`config.mk`:
```
export PLATFORM = sky130hd
export DESIGN_NAME = onehot_rr_arbiter
export DESIGN_NICKNAME = d
export VERILOG_FILES = /design/src/rtl/onehot_pkg.sv /design/src/rtl/onehot_rr_arbiter_rr_pick.sv /design/src/rtl/onehot_rr_arbiter.sv
export SDC_FILE = /design/constraint.sdc
export NUM_CORES = 1
export LEC_CHECK = 0
export CORE_MARGIN = 1
export CORE_UTILIZATION = 57
export DETAILED_ROUTE_END_ITERATION = 12
export PLACE_DENSITY = 0.88
export SLEW_MARGIN = 15
export SYNTH_ARGS = -nofsm -noshare
export SYNTH_HDL_FRONTEND = slang
export SYNTH_SLANG_ARGS = --single-unit
```
`constraint.sdc`:
```
create_clock -name clk -period 5.5 [get_ports clk]
set_clock_uncertainty 0.2 [all_clocks]
set_input_delay 1.375 -clock clk [delete_from_list [all_inputs] [get_ports clk]]
set_output_delay 1.375 -clock clk [all_outputs]
set_load 0.02 [all_outputs]
```
`src/rtl/onehot_pkg.sv`:
```
// Shared constants and helpers for the one-hot round-robin arbiter.
package onehot_pkg;

    localparam int unsigned N_REQ_DEFAULT  = 8;
    localparam int unsigned CODE_W_DEFAULT = 3;

    // Binary index of the set bit; OR-encoding is exact for one-hot/zero input.
    function automatic logic [CODE_W_DEFAULT-1:0] onehot_to_index(
        input logic [N_REQ_DEFAULT-1:0] oh
    );
        logic [CODE_W_DEFAULT-1:0] idx;
        idx = '0;
        for (int unsigned i = 0; i < N_REQ_DEFAULT; i++) begin
            if (oh[i]) begin
                idx = idx | CODE_W_DEFAULT'(i);
            end
        end
        return idx;
    endfunction

endpackage

```
`src/rtl/onehot_rr_arbiter_rr_pick.sv`:
```
// Combinational wrap-around priority search starting at ptr.
module rr_pick
    import onehot_pkg::*;
#(
    parameter int unsigned N_REQ  = N_REQ_DEFAULT,
    parameter int unsigned CODE_W = CODE_W_DEFAULT
) (
    input  logic [N_REQ-1:0]  req,
    input  logic [CODE_W-1:0] ptr,
    output logic [N_REQ-1:0]  pick,
    output logic [CODE_W-1:0] pick_idx,
    output logic              any
);

    // First set request at ptr, ptr+1, ... modulo N_REQ.
    always_comb begin
        int unsigned j;
        logic [CODE_W-1:0] jj;
        pick     = '0;
        pick_idx = '0;
        any      = 1'b0;
        j        = 0;
        jj       = '0;
        for (int unsigned i = 0; i < N_REQ; i++) begin
            j  = (32'(ptr) + i) % N_REQ;
            jj = CODE_W'(j);
            if (!any && req[jj]) begin
                any      = 1'b1;
                pick[jj] = 1'b1;
                pick_idx = jj;
            end
        end
    end

endmodule

```
`src/rtl/onehot_rr_arbiter.sv`:
```
// One-hot round-robin arbiter with valid/ready grant handshake.
// Optional macro RR_ARB_CODE_EN adds the registered binary grant index gnt_code.
module onehot_rr_arbiter
    import onehot_pkg::*;
#(
    parameter int unsigned N_REQ  = N_REQ_DEFAULT,
    parameter int unsigned CODE_W = CODE_W_DEFAULT
) (
    input  logic              clk,
    input  logic              rst_n,
    input  logic [N_REQ-1:0]  req,
    output logic [N_REQ-1:0]  gnt,
    output logic              gnt_valid,
    input  logic              gnt_ready,
`ifdef RR_ARB_CODE_EN
    output logic [CODE_W-1:0] gnt_code,
`endif
    output logic              busy
);

    logic [N_REQ-1:0]  gnt_q, gnt_d;
    logic              gnt_valid_q, gnt_valid_d;
    logic [CODE_W-1:0] ptr_q, ptr_d;
    logic [CODE_W-1:0] gnt_idx;
    logic [CODE_W-1:0] ptr_adv;
    logic [CODE_W-1:0] search_ptr;
    logic [N_REQ-1:0]  pick;
    logic [CODE_W-1:0] pick_idx;
    logic              pick_any;
    logic              handshake;
    logic              slot_free;

`ifdef RR_ARB_CODE_EN
    logic [CODE_W-1:0] gnt_code_q, gnt_code_d;
    assign gnt_idx  = gnt_code_q;
    assign gnt_code = gnt_code_q;
`else
    logic unused_pick_idx;
    assign gnt_idx         = CODE_W'(onehot_to_index(N_REQ_DEFAULT'(gnt_q)));
    assign unused_pick_idx = ^pick_idx;
`endif

    assign handshake  = gnt_valid_q && gnt_ready;
    assign slot_free  = !gnt_valid_q || gnt_ready;
    assign ptr_adv    = (32'(gnt_idx) + 32'd1 >= N_REQ) ? '0 : gnt_idx + CODE_W'(1);
    // A handshake advances the pointer and the same-edge search uses it.
    assign search_ptr = handshake ? ptr_adv : ptr_q;

    rr_pick #(
        .N_REQ  (N_REQ),
        .CODE_W (CODE_W)
    ) u_pick (
        .req      (req),
        .ptr      (search_ptr),
        .pick     (pick),
        .pick_idx (pick_idx),
        .any      (pick_any)
    );

    // Next grant: hold while stalled, otherwise load the fresh pick (or empty).
    always_comb begin
        gnt_d       = gnt_q;
        gnt_valid_d = gnt_valid_q;
        ptr_d       = ptr_q;
`ifdef RR_ARB_CODE_EN
        gnt_code_d  = gnt_code_q;
`endif
        if (handshake) begin
            ptr_d = ptr_adv;
        end
        if (slot_free) begin
            gnt_d       = pick;
            gnt_valid_d = pick_any;
`ifdef RR_ARB_CODE_EN
            gnt_code_d  = pick_idx;
`endif
        end
    end

    // Grant and pointer registers with synchronous reset.
    always_ff @(posedge clk) begin
        if (!rst_n) begin
            gnt_q       <= '0;
            gnt_valid_q <= 1'b0;
            ptr_q       <= '0;
`ifdef RR_ARB_CODE_EN
            gnt_code_q  <= '0;
`endif
        end else begin
            gnt_q       <= gnt_d;
            gnt_valid_q <= gnt_valid_d;
            ptr_q       <= ptr_d;
`ifdef RR_ARB_CODE_EN
            gnt_code_q  <= gnt_code_d;
`endif
        end
    end

    assign gnt       = gnt_q;
    assign gnt_valid = gnt_valid_q;
    assign busy      = (|req) | gnt_valid_q;

endmodule
```
# --- Yosys cells after proc, flatten, opt, wreduce, memory -nomap -nowiden ---
# Cells that the tools add are included.
totals:
  output_inout_bits: 10
  in_bits: 11
  register_bits: 12
  wordCells: 120
op_classes:
  n_reduce_logical: 26
  n_lt_le_gt_ge: 17
  bitwise_logic: 8
  addsub: 9
  mux: 57
ops:
  columns: ["cell", "count"]
  rows:
  - ["8-bit 2-to-1 mux", 8]
  - ["8-bit bitwise OR", 7]
  - ["3-bit by 4-bit < comparator with 1-bit output (second input constant)", 8]
  - ["1-bit 2-to-1 mux", 25]
  - ["1-bit binary-select mux with 3-bit select", 8]
  - ["1-bit demux with 3-bit select", 8]
  - ["3-bit by 1-bit greater-or-equal comparator with 1-bit output (second input constant)", 8]
  - ["3-bit 2-to-1 mux", 6]
  - ["1-bit logical AND", 16]
  - ["3-bit adder (second input constant)", 4]
  - ["1-bit logical NOT", 8]
  - ["8-bit OR reduction", 1]
  - ["3-bit by 1-bit adder with 3-bit output (second input constant)", 2]
  - ["3-bit by 2-bit adder with 3-bit output (second input constant)", 2]
  - ["3-bit by 1-bit adder with 4-bit output (second input constant)", 1]
  - ["4-bit greater-or-equal comparator (second input constant)", 1]
  - ["2-bit 2-to-1 mux", 2]
  - ["1-bit logical OR", 1]
  - ["1-bit bitwise OR", 1]

# --- Depth between registers and ports, before layout ---
# Gate-level depths: netlist (run 1).
logic_depth:
  ltp_word: 35
  depth_mapped: 16
  mapped_depth_nobuf: 15

# --- By module ---
# From an unflattened synthesis (run 1), not the netlist that was laid out.
hier_totals:
  cells_unflattened: 223
  hier_area_um2: 1856.8
by_module_without_submodules:
  columns: ["module", "area_per_inst_um2", "cells_each", "n_inst"]
  rows:
  - ["rr_pick", 1320.0, 153, 1]
  - ["onehot_rr_arbiter", 536.8, 70, 1]

# --- Worst setup path before layout (run 1) ---
# No wires, ideal clock.
synth_path:
  kind: "input to register"
  from: "input gnt_ready"
  to: "register gnt_q[7], in the netlist gnt[7]"
  arrival_time_ps: 4357
  stages: 15
  setup_ps: 95
  path_buffers: 4
  setup_slack_ps: 848
  cell_sequence: "nand2_2 mux2_4 inv_2 buf_6 clkbuf_1 ha_1 clkbuf_1 clkbuf_1 inv_1 mux4_2 o21ai_4 nand2_4 nor4_1 nor3_1 a221oi_1"
synth_between:
  elab_chain_cells: 26
  word_cells_on_any_way: 102
  classes_between: "add/sub (7); order compare (16); mux (48); bitwise (7); reduce/logical (24)"
synth_lines:
  columns: ["item", "line_no", "rtl"]
  rows:
  - ["from (decl)", "onehot_rr_arbiter.sv:14", "input logic gnt_ready,"]
  - ["parallel branches: the longest is 26 deep, another holds 3-bit by 4-bit < comparator with 1-bit output", null, null]
  - ["to (signal assigned)", "onehot_rr_arbiter.sv:90", "gnt_q <= gnt_d;"]
  - ["to (decl)", "onehot_rr_arbiter.sv:21", "logic [N_REQ-1:0] gnt_q, gnt_d;"]
# Parallel ways; which one is timed is not known. The select of a mux whose other input is x is not followed.
# A chain may end at the register's enable or synchronous reset.

# --- Worst setup path after layout (run 1) ---
layout_path:
  from: "input gnt_ready"
  to: "register gnt_q[6], in the netlist gnt[6]"
# Same word-level chain as after synthesis.

==> impl_metrics.env, run 1 <==
export IMPL_grt_pass1_wl_um=9330
export IMPL_path_class="in2reg"
export IMPL_grt_pass1_vias=1849
export IMPL_power_per_cell_area_mw_per_mm2=705
export IMPL_wire_per_inst_um=19.7
export IMPL_synth_xor_area_share_pct=0
export IMPL_pin_count=21
export IMPL_synthCells=238
export IMPL_setup_viol=0
export IMPL_slowest_stage="clkdlybuf4s50_1"
export IMPL_gr_usage_all_layers_pct=35.7
export IMPL_cts_resized=0
export IMPL_core_rowCount=20
export IMPL_io_buffers=20
export IMPL_synthMuxAreaShare_pct=14.4
export IMPL_die_w_um=59.4
export IMPL_multiInputGateArea_mm2=0.00153
export IMPL_grt_overflow=0
export IMPL_numCtsBuffers=3
export IMPL_htree_levels=1
export IMPL_slowest_delay_ns=0.67
export IMPL_whs_path_depth=2
export IMPL_hold_violations=0
export IMPL_clock_fmax_ghz=0.201
export IMPL_dieArea_mm2=0.00353
export IMPL_drc=0
export IMPL_cp_start_kind="input pin"
export IMPL_postRouteAntennaNets=0
export IMPL_ir_drop_mv=0.470
export IMPL_routed_via_density=6.96
export IMPL_p_int_uw=629
export IMPL_synth_compound_area_share_pct=30.8
export IMPL_yosysSeqAreaShare_pct=12.8
export IMPL_status="complete, no violations"
export IMPL_synth_edf_count=0
export IMPL_nets=275
export IMPL_wl_um=5910
export IMPL_top_usage_layer="met2"
export IMPL_cts_tree="yes"
export IMPL_clkPwrFrac_pct=4.7
export IMPL_switching_share_pct=58.5
export IMPL_grt_max_degree=22
export IMPL_holdBufCountCts=0
export IMPL_maxSlewHeadroom_pct=64.7
export IMPL_ys_ff_latch=12
export IMPL_die_h_um=59.4
export IMPL_slew_viol_final=0
export IMPL_instances_no_fill=300
export IMPL_cts_buffer_depth=2
export IMPL_syn_nets=256
export IMPL_seq_area_um2=240
export IMPL_worstPathMaxFanout=15
export IMPL_maxCapViolCount=0
export IMPL_yosysWarnings=0
export IMPL_crit_chain="clkdlybuf4s50_1 -> nand2_2 -> mux2_4 -> inv_2 -> ha_1 -> inv_1 -> mux4_2 -> o21ai_4 -> o211ai_4 -> nor3_2 -> o31ai_1 -> a211oi_1"
export IMPL_worst_hold_slack_ns=0.357
export IMPL_tightest_slew_ns=0.525
export IMPL_dp_hpwl_um=4570
export IMPL_grt_use_met3_pct=2.62
export IMPL_hp_class="reg2reg"
export IMPL_async_reset_ff_share_pct=0
export IMPL_r2r_cells=13
export IMPL_min_period_over_period_pct=90.6
export IMPL_syn_avg_cell_area_um2=7.90
export IMPL_cp_data_arrival_time_ns=4.97
export IMPL_diodes=0
export IMPL_dp_cells=296
export IMPL_detail_route_first_pass_iterations=5
export IMPL_utilization_pct=69.3
export IMPL_power_net_switching_uw=887
export IMPL_pwr_share_seq_pct=9.8
export IMPL_antenna_found_initial=0
export IMPL_power_leakage_nw=0.809
export IMPL_met1_usage_pct=51.9
export IMPL_synth_top_family_by_area="simple AND/OR/NAND/NOR gates"
export IMPL_critPathRequiredTime_ns=5.49
export IMPL_layout_drive_gt1_share_pct=17.6
export IMPL_ys_dominant_reg_cell="dfxtp_1"
export IMPL_insertion_delay_ns=0.27
export IMPL_final_min_clock_period_ns=4.98
export IMPL_dr_total_vias=2087
export IMPL_drt_iter0_drc=201
export IMPL_endpoint_kind="register"
export IMPL_setup_tns_ns=0
export IMPL_reg2reg_slack_ns=1.47
export IMPL_synth_simple_area_share_pct=31.5
export IMPL_clk_pin_slew_worst_paths_ns=0.08
export IMPL_rsz0062_at_grt="false"
export IMPL_comb_power_share_pct=85.5
export IMPL_post_cts_setup_buffer_count=0
export IMPL_area_delta_synth_final_pct=14.3
export IMPL_ys_types=69
export IMPL_gp_congestion=1.07
export IMPL_cts_sinks=12
export IMPL_met2_usage_pct=55.2
export IMPL_clock_root_buffer="clkbuf_4"
export IMPL_initial_utilization_pct=60.6
export IMPL_design_core_area_mm2=0.00310
export IMPL_synth_fa_ha_area_share_pct=4.66
export IMPL_syn_cell_area_mm2=0.00188
export IMPL_fillers=311
-- power by group through the flow --
stage / sequential, mW / combinational [mW] / clock [mW]
final: 0.149 / 1.29 / 0.0713
after global routing: 0.150 / 1.40 / 0.0754
after CTS: 0.148 / 1.27 / 0.0713
after detailed placement: 0.149 / 1.26 / 0
after global placement: 0.148 / 1.25 / 0
after floorplan: 0.166 / 0.937 / 0
-- per-layer routing --
layer / wire length, um / vias to the layer above
met2: 2740 / 104
met1: 2510 / 984
li1: - / 980
met4: 155 / 0
met3: 505 / 19
met5: 0 / -
-- worst paths after layout --
kind / start / endpoint
min: gnt[1] / gnt[1]
max: gnt_ready / gnt[6]
min reg2reg: gnt[1] / gnt[1]
max reg2reg: gnt[7] / gnt[6]
-- cell families (layout without fill, tap and decap cells) --
family	Yosys count	in the layout
compound gates	72	72
buf+inv	24	42
flops	12	12
simple gates	102	102
mux	21	21
fa+ha+maj	7	7
-- Yosys cell counts, drive strengths merged (2+ instances only) --
| cell | count | area (um2) |
|---|---|---|
| ha | 7 | 87.6 |
| a211oi | 3 | 22.5 |
| or2 | 2 | 12.5 |
| mux4 | 4 | 90.1 |
| a22o | 3 | 26.3 |
| a21oi | 4 | 20.0 |
| mux2 | 6 | 71.3 |
| nand2 | 24 | 103 |
| o21ai | 15 | 90.1 |
| o41ai | 3 | 33.8 |
| nand2b | 2 | 12.5 |
| o31ai | 5 | 37.5 |
| and3 | 5 | 32.5 |
| nor3 | 11 | 65.1 |
| o211ai | 6 | 63.8 |
| a31oi | 3 | 18.8 |
| inv | 13 | 48.8 |
| dfxtp | 12 | 240 |
| o221ai | 3 | 26.3 |
| a21boi | 3 | 26.3 |
| a221oi | 4 | 52.6 |
| a22oi | 4 | 30.0 |
| or3 | 2 | 12.5 |
| nor4 | 14 | 138 |
| clkbuf | 5 | 18.8 |
| buf | 6 | 41.3 |
| nand3 | 15 | 80.1 |
| nor2 | 20 | 82.6 |
| mux2i | 11 | 110 |
| nor3b | 2 | 15.0 |
| o22ai | 4 | 25.0 |
-- per-stage QoR --
step           area (um2)  setup slack, ns  power (mW)
2_1_floorplan        1880            0.848        1.10
3_3_place_gp         2110            0.370        1.40
3_5_place_dp         2110            0.286        1.41
4_1_cts              2150            0.555        1.49
5_1_grt              2150            0.253        1.63
6_report             2150            0.516        1.52
-- cell usage in the layout (no fill, tap or decap), types with 2 or more instances in the layout --
master,instances
or3_1,2
and3_1,4
nor3b_1,2
mux2_2,3
o31ai_1,5
a21boi_0,2
mux2i_1,11
inv_2,2
mux4_2,4
a211oi_1,3
a22oi_1,4
nor4_1,6
nor3_1,9
o41ai_1,2
o211ai_1,4
clkdlybuf4s50_1,20
nor2_1,19
a31oi_1,3
a21oi_1,4
nand2_1,21
dfxtp_1,12
ha_1,7
mux2_1,2
nor4_2,8
nand2b_1,2
nand2_2,2
a22o_1,3
o21ai_0,12
buf_4,5
inv_1,11
o22ai_1,4
o221ai_1,3
clkbuf_4,3
a221oi_1,3
nor3_2,2
nand3_1,14
-- layout make-up --
class / instances / area share [%]
multi-input combinational: 202 / 71.2
sequential: 12 / 11.2
timing repair buffer: 25 / 11.1
tap: 44 / 2.56
inverter: 13 / 2.27
clock buffer: 4 / 1.69
-- state kept, by name, summed over array words and instances, names as in the netlist --
register   flops
gnt_valid      1
ptr_q          3
gnt            8
-- critical path, delay by kind of cell --
| family | cells | cell delay, ns |
|---|---|---|
| buf+inv | 3 | 1.01 |
| mux | 2 | 0.76 |
| fa+ha+maj | 1 | 0.62 |
| compound gates | 4 | 0.75 |
| simple gates | 2 | 0.45 |
Power figures use the tool's default switching activity.
==> inputs of run 2 (changes only) <==
Settings changed: CORE_ASPECT_RATIO set to 2, SYNTH_HIERARCHICAL set to 1.
Clock period 5.5 ns to 5.1 ns, I/O delays scaled along.
==> impl_metrics.env, run 2 <==
export IMPL_status="complete, no violations"
export IMPL_final_area_mm2=0.00188
export IMPL_final_min_clock_period_ns=4.93
export IMPL_dp_cells=223
export IMPL_wl_um=4340
export IMPL_maxCapViolCount=0
export IMPL_post_cts_setup_buffer_count=0
export IMPL_multiInputGateArea_mm2=0.00127
export IMPL_numCtsBuffers=3
export IMPL_diodes=0
export IMPL_htree_levels=1
export IMPL_clkPwrFrac_pct=6.4
export IMPL_detail_route_first_pass_iterations=4
export IMPL_grt_max_degree=29
export IMPL_whs_path_depth=2
export IMPL_syn_cell_area_mm2=0.00158
export IMPL_finalPower_mw=1.64
export IMPL_holdBufCountCts=0
export IMPL_core_rowCount=26
export IMPL_gp_congestion=0.888
export IMPL_gr_usage_all_layers_pct=31.0
export IMPL_clock_root_buffer="clkbuf_8"
export IMPL_pwr_share_seq_pct=9.3
export IMPL_seq_area_um2=240
export IMPL_endpoint_kind="register"
export IMPL_ir_drop_mv=0.590
export IMPL_path_class="in2reg"
export IMPL_pin_count=21
export IMPL_postPlaceCellArea_mm2=0.00182
export IMPL_die_w_um=39.2
export IMPL_routed_via_density=6.76
export IMPL_drt_met1_wl_um=1460
export IMPL_rsz0062_at_grt="false"
export IMPL_dieArea_mm2=0.00300
export IMPL_instances_no_fill=227
export IMPL_clock_fmax_ghz=0.203
export IMPL_drt_iter0_drc=43
export IMPL_hold_violations=0
export IMPL_power_leakage_nw=0.741
export IMPL_cts_sinks=12
export IMPL_antenna_found_initial=0
export IMPL_dr_total_vias=1535
export IMPL_clk_pin_slew_worst_paths_ns=0.05
export IMPL_nets=218
export IMPL_grt_pass1_vias=1538
export IMPL_cp_start_kind="input pin"
export IMPL_grt_overflow=0
export IMPL_die_h_um=76.5
export IMPL_fillers=207
export IMPL_syn_avg_cell_area_um2=8.88
export IMPL_insertion_delay_ns=0.24
export IMPL_setup_viol=0
export IMPL_synthCells=178
export IMPL_drc=0
export IMPL_cts_buffer_depth=2
export IMPL_cts_tree="yes"
export IMPL_worstPathMaxFanout=8
export IMPL_power_net_switching_uw=815
export IMPL_p_int_uw=821
export IMPL_r2r_cells=15
export IMPL_maxSlewHeadroom_pct=59.0
export IMPL_comb_power_share_pct=84.3
export IMPL_dp_hpwl_um=3290
export IMPL_design_core_area_mm2=0.00260
export IMPL_wire_per_inst_um=19.1
export IMPL_postRouteAntennaNets=0
export IMPL_layout_setup_ws_ns=0.175
export IMPL_initial_utilization_pct=60.7
export IMPL_mostFrequentLayoutCells="mux2i_1, nand2_1, clkdlybuf4s50_1, dfxtp_1, a21oi_1"
export IMPL_layout_drive_gt1_share_pct=18.1
export IMPL_wl_met2_um=2510
export IMPL_syn_nets=196
export IMPL_area_delta_synth_final_pct=18.8
export IMPL_setup_tns_ns=0
export IMPL_dp_slack_ns=-0.0387
export IMPL_io_buffers=20
export IMPL_top_layer_used="met4"
export IMPL_largest_reg_flops=8
export IMPL_final_common_cell="mux2i_1"
export IMPL_hp_class="reg2reg"
export IMPL_grt_pass1_wl_um=6790
export IMPL_dr_wl_met3_um=138
export IMPL_slew_viol_final=0
export IMPL_switching_share_pct=49.8
export IMPL_min_period_over_period_pct=96.6
export IMPL_power_per_cell_area_mw_per_mm2=871
export IMPL_cts_resized=0
export IMPL_cp_data_arrival_time_ns=4.90
export IMPL_critPathRequiredTime_ns=5.07
export IMPL_yosysWarnings=6
export IMPL_tightest_slew_ns=0.613
-- run 2: power groups by stage --
stage          clock network (mW)  logic [mW]  registers, mW
3_3_place_gp                    0        1.28          0.150
6_report                    0.105        1.38          0.152
4_1_cts                     0.106        1.35          0.151
3_5_place_dp                    0        1.34          0.152
5_1_grt                     0.112        1.46          0.155
2_1_floorplan                   0        1.02          0.168
-- run 2: cell type report --
cell class              count  area share, %
multi-input cells         150           67.6
repair buffers             28           13.9
flip-flops and latches     12           12.8
clock buffers               4           2.93
well taps                  28           1.87
inverters                   5          0.999
-- run 2: stage by stage --
stage               util [%]  hold slack (ns)
floorplan                  -            0.244
global placement        69.8            0.239
detailed placement      69.8            0.256
CTS                     71.9            0.264
global route            72.2            0.304
finish                  72.2            0.257
-- run 2: worst max-delay path, stage by stage --
cell	delay, ns
clkdlybuf4s50_1	0.59
nand2_2	0.13
mux2_2	0.26
inv_1	0.06
ha_2	0.46
mux2i_1	0.26
or4b_1	0.46
a41oi_1	0.38
nand4_1	0.19
o21ai_0	0.32
mux2i_1	0.16
mux2i_1	0.16
nand2_1	0.06
a21oi_1	0.14
-- run 2: routing by layer --
metal | vias up | track usage [%]
met2 | 60 | 58.7
met1 | 741 | 27.9
met3 | 17 | 1.46
met4 | 0 | 19.3
met5 | - | 0
li1 | 717 | -
-- run 2: worst paths after layout --
check / from / to / slack (ns)
max: gnt_ready / gnt[2] / 0.17
min: gnt[0] / gnt[0] / 0.26
max reg2reg: gnt[3] / gnt[2] / 1.01
min reg2reg: gnt[0] / gnt[0] / 0.26
